**config.mk**
```make
export PLATFORM = sky130hd
export DESIGN_NAME = project_cpu_2020
export DESIGN_NICKNAME = d
export VERILOG_FILES = /design/src/rtl/project_cpu_2020.sv
export SDC_FILE = /design/constraint.sdc
export NUM_CORES = 1
export LEC_CHECK = 0
export ABC_AREA = 1
export BUFFER_PORTS_ARGS = -buffer_cell sky130_fd_sc_hd__buf_2
export CAP_MARGIN = 30
export CORE_AREA = 2 2 144 146
export DETAILED_ROUTE_END_ITERATION = 6
export DIE_AREA = 0 0 146 148
export GPL_TIMING_DRIVEN = 0
export PLACE_DENSITY = 0.64
export SETUP_SLACK_MARGIN = 0.1
export SLEW_MARGIN = 20
export SYNTH_ARGS = -nofsm -noshare
export SYNTH_HDL_FRONTEND = slang
export SYNTH_SLANG_ARGS = --single-unit
```
**constraint.sdc**
```tcl
create_clock -name clk -period 2.74 [get_ports clk]
set_input_delay 0.548 -clock clk [delete_from_list [all_inputs] [get_ports clk]]
set_output_delay 0.548 -clock clk [all_outputs]
set_load 0.01 [all_outputs]
```
**src/rtl/project_cpu_2020.sv**
```systemverilog
// 16-bit accumulator CPU: fetches from a synchronous block RAM and executes on W.
// Optional A==0 indirect addressing through mem[2] is enabled by PCPU_INDIRECT_EN.
module project_cpu_2020 (
    input  logic        clk,
    input  logic        rst,
    input  logic [15:0] data_fromRAM,
    output logic        wrEn,
    output logic [12:0] addr_toRAM,
    output logic [15:0] data_toRAM,
    output logic [12:0] PC,
    output logic [15:0] W
);

    typedef enum logic [1:0] {
        S_FETCH  = 2'd0,
        S_DECODE = 2'd1,
`ifdef PCPU_INDIRECT_EN
        S_INDIR  = 2'd2,
`endif
        S_EXEC   = 2'd3
    } state_e;

    typedef enum logic [2:0] {
        OP_ADD  = 3'd0,
        OP_NOR  = 3'd1,
        OP_SRRL = 3'd2,
        OP_GT   = 3'd3,
        OP_SZ   = 3'd4,
        OP_CP2W = 3'd5,
        OP_CPFW = 3'd6,
        OP_JMP  = 3'd7
    } op_e;

    state_e      state_q, state_d;
    logic [12:0] pc_q, pc_d;
    logic [15:0] w_q, w_d;
    logic [2:0]  op_q, op_d;
    logic [12:0] ea_q, ea_d;

    // Shift/rotate unit; only the low six operand bits are meaningful.
    function automatic logic [15:0] srrl(input logic [15:0] w,
                                         input logic [5:0]  m);
        logic [3:0] s;
        logic [4:0] inv;
        logic [15:0] r;
        s   = m[3:0];
        inv = 5'd16 - {1'b0, s};
        case (m[5:4])
            2'b00:   r = w >> s;
            2'b01:   r = w << s;
            2'b10:   r = (w >> s) | (w << inv);
            default: r = (w << s) | (w >> inv);
        endcase
        return r;
    endfunction

    always_ff @(posedge clk or posedge rst) begin
        if (rst) begin
            state_q <= S_FETCH;
            pc_q    <= '0;
            w_q     <= '0;
            op_q    <= '0;
            ea_q    <= '0;
        end else begin
            state_q <= state_d;
            pc_q    <= pc_d;
            w_q     <= w_d;
            op_q    <= op_d;
            ea_q    <= ea_d;
        end
    end

    always_comb begin
        state_d    = state_q;
        pc_d       = pc_q;
        w_d        = w_q;
        op_d       = op_q;
        ea_d       = ea_q;
        addr_toRAM = pc_q;
        wrEn       = 1'b0;
        unique case (state_q)
            S_FETCH: begin
                addr_toRAM = pc_q;
                state_d    = S_DECODE;
            end
            S_DECODE: begin
                op_d = data_fromRAM[15:13];
`ifdef PCPU_INDIRECT_EN
                if (data_fromRAM[12:0] == 13'd0) begin
                    addr_toRAM = 13'd2;
                    state_d    = S_INDIR;
                end else
`endif
                begin
                    addr_toRAM = data_fromRAM[12:0];
                    ea_d       = data_fromRAM[12:0];
                    state_d    = S_EXEC;
                end
            end
`ifdef PCPU_INDIRECT_EN
            S_INDIR: begin
                ea_d       = data_fromRAM[12:0];
                addr_toRAM = data_fromRAM[12:0];
                state_d    = S_EXEC;
            end
`endif
            S_EXEC: begin
                addr_toRAM = ea_q;
                pc_d       = pc_q + 13'd1;
                state_d    = S_FETCH;
                unique case (op_e'(op_q))
                    OP_ADD:  w_d = w_q + data_fromRAM;
                    OP_NOR:  w_d = ~(w_q | data_fromRAM);
                    OP_SRRL: w_d = srrl(w_q, data_fromRAM[5:0]);
                    OP_GT:   w_d = {15'd0, (w_q > data_fromRAM)};
                    OP_SZ:   pc_d = pc_q + ((data_fromRAM == 16'd0) ? 13'd2 : 13'd1);
                    OP_CP2W: w_d = data_fromRAM;
                    OP_CPFW: wrEn = 1'b1;
                    OP_JMP:  pc_d = data_fromRAM[12:0];
                    default: w_d = w_q;
                endcase
            end
            default: state_d = S_FETCH;
        endcase
    end

    assign data_toRAM = w_q;
    assign PC         = pc_q;
    assign W          = w_q;

endmodule

```
-- Yosys cells after proc, flatten, opt, wreduce, memory -nomap -nowiden
Index checks and enable logic that the tools add are counted.
- output and inout bits: 59
- word-level logic and storage cells: 43
- bits in registers: 47
- $add $sub $neg: 4
- equal/unequal tests: 11
- $lt $le $gt $ge: 1
- bitwise operators: 4
- muxes and demuxes: 8
- reduce and logical (&&, ||, !) cells: 6
- shift operators: 4
- operators by type and width (kind ; count):
    $pmux 16 s5 ; 1
    $pmux 13 s2 ; 2
    $or 16x16->16 ; 3
    $pmux 16 s3 ; 1
    $add 16x16->16 ; 1
    $gt 16x16->1 ; 1
    $logic_not 16->1 ; 1
    $not 16->16 ; 1
    $shl 16x4->16 ; 1
    $shl 16x5->16 ; 1
    $shr 16x4->16 ; 1
    $shr 16x5->16 ; 1
    $add 13x1->13 const B ; 1
    $add 13x2->13 ; 1
    $eq 3x3->1 const B ; 4
    $eq 3x2->1 const B ; 2
    $reduce_bool 5->1 ; 1
    $sub 5x4->5 const A ; 1
    $eq 2x1->1 const B ; 2
    $eq 2x2->1 const B ; 2
    $logic_not 2->1 ; 2
    $pmux 2 s2 ; 1
    $eq 3x1->1 const B ; 1
    $logic_not 3->1 ; 1
    other kinds (3) ; 4

-- Depth between registers and ports, before layout
Gate-level depths: netlist of the first run.
- depth in word-level cells: 5
- gate-level depth with buffers: 21
- depth with buffers taken out: 19

-- Least setup slack after synthesis of the first run
No wires, ideal clock.
- path kind: input to register
- start point: input data_fromRAM[1]
- end point: register pc_q[12], in the netlist PC[12]
- slack: -0.725 ns
- stages on the path: 19
- library setup time: 0.132 ns
- data arrival time: 3.333 ns
- cell sequence: buf_2 -> inv_1 -> buf_2 -> ha_1 -> nand3_2 -> nor4_1 -> inv_1 -> fa_1 -> inv_1 -> nand2_1 -> nor2_1 -> nand3_1 -> nor2_1 -> nand4_1 -> nor2_1 -> xor2_1 -> nand2_1 -> nand2_1 -> o21ai_0
- longest elaborated chain between the ends: 4
- ends and longest elaborated chain (item ; RTL line ; RTL):
    from (decl) ; 6 ; input logic [15:0] data_fromRAM,
    $logic_not 16->1 ; 116 ; OP_SZ: pc_d = pc_q + ((data_fromRAM == 16'd0) ? 13'd2 : 13'd1);
    $mux 2 ; 116 ;
    $add 13x2->13 ; 116 ;
    $pmux 13 s2 ; 111 ; unique case (op_e'(op_q))
    to (signal assigned) ; 66 ; pc_q <= pc_d;
    to (decl) ; 35 ; logic [12:0] pc_q, pc_d;
Every way passes these cells.
A chain may end at the register's enable or synchronous reset.

-- Final worst setup path of the first run
- start point: input data_fromRAM[0]
- end point: register pc_q[12], in the netlist PC[12]
Same word-level chain as after synthesis.

==> metrics.txt, run 1 <==
routed len/inst=20.6 um; Yosys top cell by area=nand2_1; GRT Util Overall=29.0%; initial DRC count=972; DR vias/cell=5.69; nature of the critical path endpoint=flip-flop; RSZ-0062 raised after global routing=yes; Worst Reg-to-Reg Cells=16; Syn Std Cell Area=6930 um2; Slew Limit Fails=0; ys flop type=dfrtp_1; Synth Net Count=1,270; antenna violations before repair=0; RR Startpoint=op_q[0]$_DFFE_PP0P_; Internal=between 2 and 2.5 mW; top cells by area, synth=nand2_1, dfrtp_1, nand3_1; Critical R2R Capture=PC[12]$_DFFE_PP0P_; Synth Instances=approximately 1,200; DIE AREA=approximately 22,000 um2; CTS root buffer=clkbuf_16; sequential share of power=between 20% and 30%; Comb power frac=approximately three fifths; Crit Path Category=in -> reg; class of the worst hold path=in -> async; Clock Sink Count=47; share of flip-flops with an asynchronous set or reset=100%; dpl hpwl=24,800 um; Yosys top cell area share=20.1%; # nets final=between 1,000 and 1,500; run status=finished, violations left; Lkg Pwr=4.37 nW; Switching Power=2.72 mW; pin count of the biggest net entering global routing=26; CP endpoint=PC[12]$_DFFE_PP0P_; final hold viol count=0; Ys Warns=0; post-route DRC violation count=0; # diodes=0; crit start category=input port; EDFF count, synth=0; final setup violation count=4; Arr. time, crit path=3.07 ns; TNS Setup=-0.332 ns; Setup Skew=0.00748 ns; Skew-Pair Late Insertion Delay=roughly 0.30 ns; Tcrit/Tclk final=105%; core area=20,000 um2; Req. time, crit path=a little under 3 ns; port buffer count=between 70 and 80; I/O pin cnt=77; pwr dens=605 nW/um2; Max-cap violations=0; Final Critical Period=2.89 ns; worst setup margin=-0.150 ns; max_slew headroom=42.0%; synth unique cells=45; hold buffers post-CTS=0; H-tree levels=2; CP Launch Point=data_fromRAM[0]; CP Max Fanout=8; power share of the clock group=13.1%; CP Cell Sequence=buf_6, inv_4, buf_12, ha_4, nand3_4, nor4_4, inv_2, fa_2, inv_2, nand2_2, nor2_4, nand3_4, nor2_4, nand4_1, nor2_2, xor2_1, nand2_1, nand2_1, o21ai_1; total CTS buffers=5; Finished Core Util=approximately two fifths; CP max-delay cell=nor4_4; switch share=between 50% and 60%; area occupied by multi-input gates=5070 um2; violations in the final reports=negative setup slack; number of global-route vias before repair=8,235; CTS tree=built; Filler cells=2,286; pre-CTS setup slack=-0.770 ns; Worst-Margin Slew=0.869 ns; total grt overflow=0; reg2reg setup slack=-0.13 ns; global-route wire length before repair=48,800 um; CTS Buffer Depth=2; Hold Slack=0.286 ns; gpl congestion=around 1; Pre-antenna DRT Iters=5; register bit total from synthesis=47; clock slew at reported path FFs=0.08 ns; Antenna Violating Nets Remaining=0; share of layout cells above drive strength 1=17.5%; Die Y=148 um; initial core utilization=34.6%; Max stage delay on crit path=roughly 0.4 ns; Die Wd=146 um; FP Rows=52; register area=about 1200 um2; worst vdd ir=0.296 mV; syn avg cell area=5.78 um2; register area share after synthesis=17.0%; routed via count=between 8,000 and 9,000; maximum clock rate=0.346 GHz; DRT Wirelength=approximately 32,000 um; area grow syn2layout=19.4%
routing by layer:
metal	routed length (um)	global-route usage (%)
met1	13800	39.3
met2	14600	47.1
met3	2650	4.23
met4	1320	10.6
met5	0	0
what timing repair did:
action,4_1_cts,5_1_grt
setup endpoints to repair,27,31
setup buffers,19,5
pin swaps,10,11
resized for setup,31,48
flip-flops by register name (all words and copies together), names as in the netlist:
register	count
PC	13
ea_q	13
state_q	2
W	16
op_q	3
Yosys cell counts (2+ instances only):
cell type	instances
nor4_1	5
a21oi_1	60
dfrtp_1	47
a22oi_1	2
buf_4	19
o21ai_2	2
inv_2	6
o21a_1	2
ha_1	52
nor3_1	9
clkbuf_1	20
nand2_2	10
or2_2	2
nor2_1	86
nand3_1	183
nand2_4	3
o31ai_1	4
o221ai_1	13
o22ai_1	2
nand4_1	12
xor2_1	6
o21ai_1	16
a211oi_1	3
a31oi_1	4
nand3_2	2
inv_1	116
o21ai_0	76
nor2_2	3
buf_2	22
fa_1	2
o211ai_1	11
o21bai_1	2
buf_6	4
clkinv_1	2
nand3b_1	4
a21o_1	2
nand2_1	371
and2_1	3
buf_1	4
worst min path at each step:
stage | from | to | slack (ns) | depth (start not counted)
floorplan | state_q[1]$_DFF_PP0_ | state_q[0]$_DFF_PP0_ | 0.41 | 1
global placement | state_q[1]$_DFF_PP0_ | state_q[0]$_DFF_PP0_ | 0.41 | 1
detailed placement | state_q[1]$_DFF_PP0_ | state_q[0]$_DFF_PP0_ | 0.42 | 1
CTS | rst | ea_q[10]$_DFFE_PP0P_ | 0.31 | 2
global route | rst | PC[10]$_DFFE_PP0P_ | 0.33 | 2
finish | rst | ea_q[10]$_DFFE_PP0P_ | 0.29 | 2
power groups by stage:
stage | Sequential, mW | Combinational, mW | Clock [mW]
6_report | 1.26 | 3.09 | 0.657
5_1_grt | 1.27 | 3.42 | 0.686
4_1_cts | 1.24 | 2.96 | 0.661
3_5_place_dp | 1.25 | 2.89 | 0
3_3_place_gp | 1.25 | 2.88 | 0
2_1_floorplan | 1.13 | 1.96 | 0
cells in the final DEF, fill, tap and decap left out, types with 8 or more instances in the layout:
master	instances
o21ai_0	71
o21ai_1	18
buf_4	45
buf_2	85
inv_1	108
nand3_1	181
o211ai_1	11
nand4_1	12
nor2_1	79
o221ai_1	13
inv_2	10
dfrtp_1	46
nand2_1	367
nand2_2	14
nor3_1	8
a21oi_1	58
clkbuf_1	10
ha_1	48
per-stage QoR:
step	total power, mW	cell area, um2	instances
2_1_floorplan	3.09	7040	1198
3_3_place_gp	4.13	7760	1544
3_5_place_dp	4.14	7780	1545
4_1_cts	4.86	8150	1569
5_1_grt	5.37	8270	1572
6_report	5.01	8270	1572
critical path: cells and delay by family:
family / cells / cell delay (ns)
AND/OR/NAND/NOR: 10 / 1.36
adder cells (fa/ha/maj): 2 / 0.49
buffers and inverters: 5 / 0.45
XOR/XNOR: 1 / 0.15
AO/OA/AOI/OAI: 1 / 0.05
cell type report:
type | count | area share (%)
multi-input cells | 958 | 61.3
flip-flops and latches | 47 | 14.2
repair buffers | 98 | 6.94
inverters | 124 | 5.94
plain buffers | 67 | 5.72
well taps | 270 | 4.08
clock buffers | 5 | 1.51
clock inverters | 3 | 0.272
cell families after synthesis:
| kind of cell | share of synthesized area (%) |
|---|---|
| flops | 17.0 |
| compound gates | 16.8 |
| fa+ha+maj | 9.97 |
| xor+xnor | 0.758 |
| buf+inv | 12.3 |
| simple gates | 43.2 |
Power figures use the tool's default switching activity.
==> run 2, diff against run 1 <==
--- a/config.mk
+++ b/config.mk
@@ -6,7 +6,7 @@
 export NUM_CORES = 1
 export LEC_CHECK = 0
 export ABC_AREA = 1
-export BUFFER_PORTS_ARGS = -buffer_cell sky130_fd_sc_hd__buf_2
+export BUFFER_PORTS_ARGS = -buffer_cell sky130_fd_sc_hd__buf_4
 export CAP_MARGIN = 30
 export CORE_AREA = 2 2 144 146
 export DETAILED_ROUTE_END_ITERATION = 6
==> metrics.txt, run 2 (synthesis results as in run 1) <==
Die Y=148 um (unchanged); run status=finished, violations left; Placed Cells=1,545 (unchanged); Antenna Violating Nets Remaining=0 (unchanged); Req. time, crit path=2.92 ns (about the same); Worst Reg-to-Reg Cells=19 (+3); TNS Setup=-0.0233 ns (+0.308 ns); Lkg Pwr=4.47 nW (+2.4%); nature of the critical path endpoint=flip-flop; CTS root buffer=clkbuf_16; maximum clock rate=0.362 GHz (+4.6%); max_slew headroom=41.2% (-0.87 points); core area=20,000 um2 (unchanged); Switching Power=2.71 mW (-0.33%); worst vdd ir=0.325 mV (+9.9%); Crit Path Category=in -> reg; CP Max Fanout=8 (unchanged); commonest non-fill, non-tap cell in the layout=nand2_1; antenna violations before repair=0 (unchanged); routed len/inst=20.0 um (-3.1%); Pre-antenna DRT Iters=5 (unchanged); # diodes=0 (unchanged); total grt overflow=0 (unchanged); pwr dens=603 nW/um2 (-0.29%); FP Rows=52 (unchanged); CTS tree=built; Internal=2.43 mW (+6.4%); Total Power=5.14 mW (+2.7%); RSZ-0062 raised after global routing=yes; Clock Sink Count=47 (unchanged); total CTS buffers=5 (unchanged); I/O pin cnt=77 (unchanged); post-route DRC violation count=0 (unchanged); pin count of the biggest net entering global routing=26 (unchanged); sequential share of power=24.3% (-0.8 points); initial DRC count=1,058 (+8.8%); number of global-route vias before repair=8,285 (+0.61%); routed via count=8,911 (-0.38%); Arr. time, crit path=2.95 ns (-0.12 ns); switch share=52.7% (-1.6 points); Skew-Pair Late Insertion Delay=0.30 ns (about the same); port buffer count=76 (unchanged); class of the worst hold path=in -> async; worst setup margin=-0.0233 ns (+0.127 ns); reg2reg setup slack=0 ns (+0.13 ns); area grow syn2layout=23.0%; Final Critical Period=2.76 ns (-0.127 ns); # nets final=1,381 (+0.58%); final setup violation count=1 (-3); dpl hpwl=24,300 um (-2.1%); hold buffers post-CTS=0 (unchanged); global-route wire length before repair=47,700 um (-2.3%); Worst-Margin Slew=0.882 ns (+0.0131 ns); max reg flops=16 (unchanged); DR vias/cell=5.64 (-0.88%); CTS Buffer Depth=2 (unchanged); Critical R2R Capture=PC[12]$_DFFE_PP0P_; highest-count cells in the layout ignoring fill and taps=nand2_1, nand3_1, buf_4; final hold viol count=0 (unchanged); violations in the final reports=negative setup slack; initial core utilization=34.6% (unchanged); Hold Slack=0.292 ns (+0.00565 ns); RR Startpoint=op_q[2]$_DFFE_PP0P_; clock slew at reported path FFs=0.08 ns (about the same); H-tree levels=2 (unchanged); GRT Util Overall=28.3% (-0.76 points); crit start category=input port; gpl congestion=1.01 (+1.1%); DIE AREA=21,600 um2 (unchanged); Slew Limit Fails=0 (unchanged); share of layout cells above drive strength 1=17.7% (+0.20 points); Max-cap violations=0 (unchanged); power share of the clock group=12.8% (-0.3 points); Post-Layout Inst Area=8520 um2 (+3.0%); Setup Skew=0.0146 ns (+0.00709 ns); Comb power frac=62.8% (+1.0 points); dpl cell area=7970 um2 (+2.4%); Tcrit/Tclk final=101% (-4.6 points); Die Wd=146 um (unchanged); Non-Filler Instances=1,580 (+0.51%); DRT Wirelength=31,500 um (-2.6%)
==> run 2: worst max path at each step <==
stage	start	end	slack (ns)	cells after the start
after floorplan	data_fromRAM[1]	PC[12]$_DFFE_PP0P_	-0.16	21
after global routing	op_q[0]$_DFFE_PP0P_	PC[12]$_DFFE_PP0P_	-0.17	16
final	data_fromRAM[0]	PC[12]$_DFFE_PP0P_	-0.02	21
after global placement	data_fromRAM[4]	PC[12]$_DFFE_PP0P_	-0.75	20
after CTS	op_q[0]$_DFFE_PP0P_	PC[12]$_DFFE_PP0P_	-0.05	16
after detailed placement	data_fromRAM[4]	PC[12]$_DFFE_PP0P_	-0.78	20
==> run 2: layer usage <==
metal	global-route usage [%]	share of wire, %	vias up
li1	-	-	4174
met1	37.1	42	4141
met2	46.5	45	485
met3	4.51	8.8	111
met4	11.5	4.4	0
met5	0	0	-
==> run 2: final cells by class <==
class | count | area (um2)
Multi-Input combinational cell | 958 | 5070
Clock inverter | 3 | 22.5
Buffer | 64 | 415
Fill cell | 2265 | 11500
Clock buffer | 5 | 125
Tap cell | 270 | 338
Timing Repair Buffer | 109 | 870
Inverter | 124 | 507
Sequential cell | 47 | 1180
==> run 2: power by group through the flow <==
stage	Combinational [mW]	Clock, mW	Sequential [mW]
after detailed placement	3.00	0	1.24
after global placement	3.00	0	1.24
after CTS	3.07	0.658	1.23
final	3.23	0.661	1.25
after floorplan	1.96	0	1.13
after global routing	3.56	0.683	1.26
==> run 2: repair_timing <==
item,CTS,global route
setup endpoints to repair,25,30
gates resized for setup,32,43
setup buffers,18,14
pin swaps,10,12
==> run 2: critical path: stages <==
cell and delay (ns):
buf_6 0.14, inv_6 0.04, buf_12 0.12, ha_4 0.16, nand3_4 0.10, nor4_4 0.07
inv_2 0.07, ha_2 0.19, inv_2 0.04, fa_2 0.35, inv_2 0.09, nand2_4 0.06
nor2_4 0.13, nand3_4 0.10, nor2_4 0.13, nand4_1 0.11, nor2_1 0.14, xor2_1 0.15
nand2_1 0.07, nand2_1 0.07, o21ai_1 0.05
==> run 2: metrics by stage <==
stage | utilization [%] | setup slack (ns)
floorplan | - | -0.159
global placement | 39.7 | -0.749
detailed placement | 39.8 | -0.784
CTS | 41.6 | -0.0465
global route | 42.5 | -0.169
finish | 42.5 | -0.0233
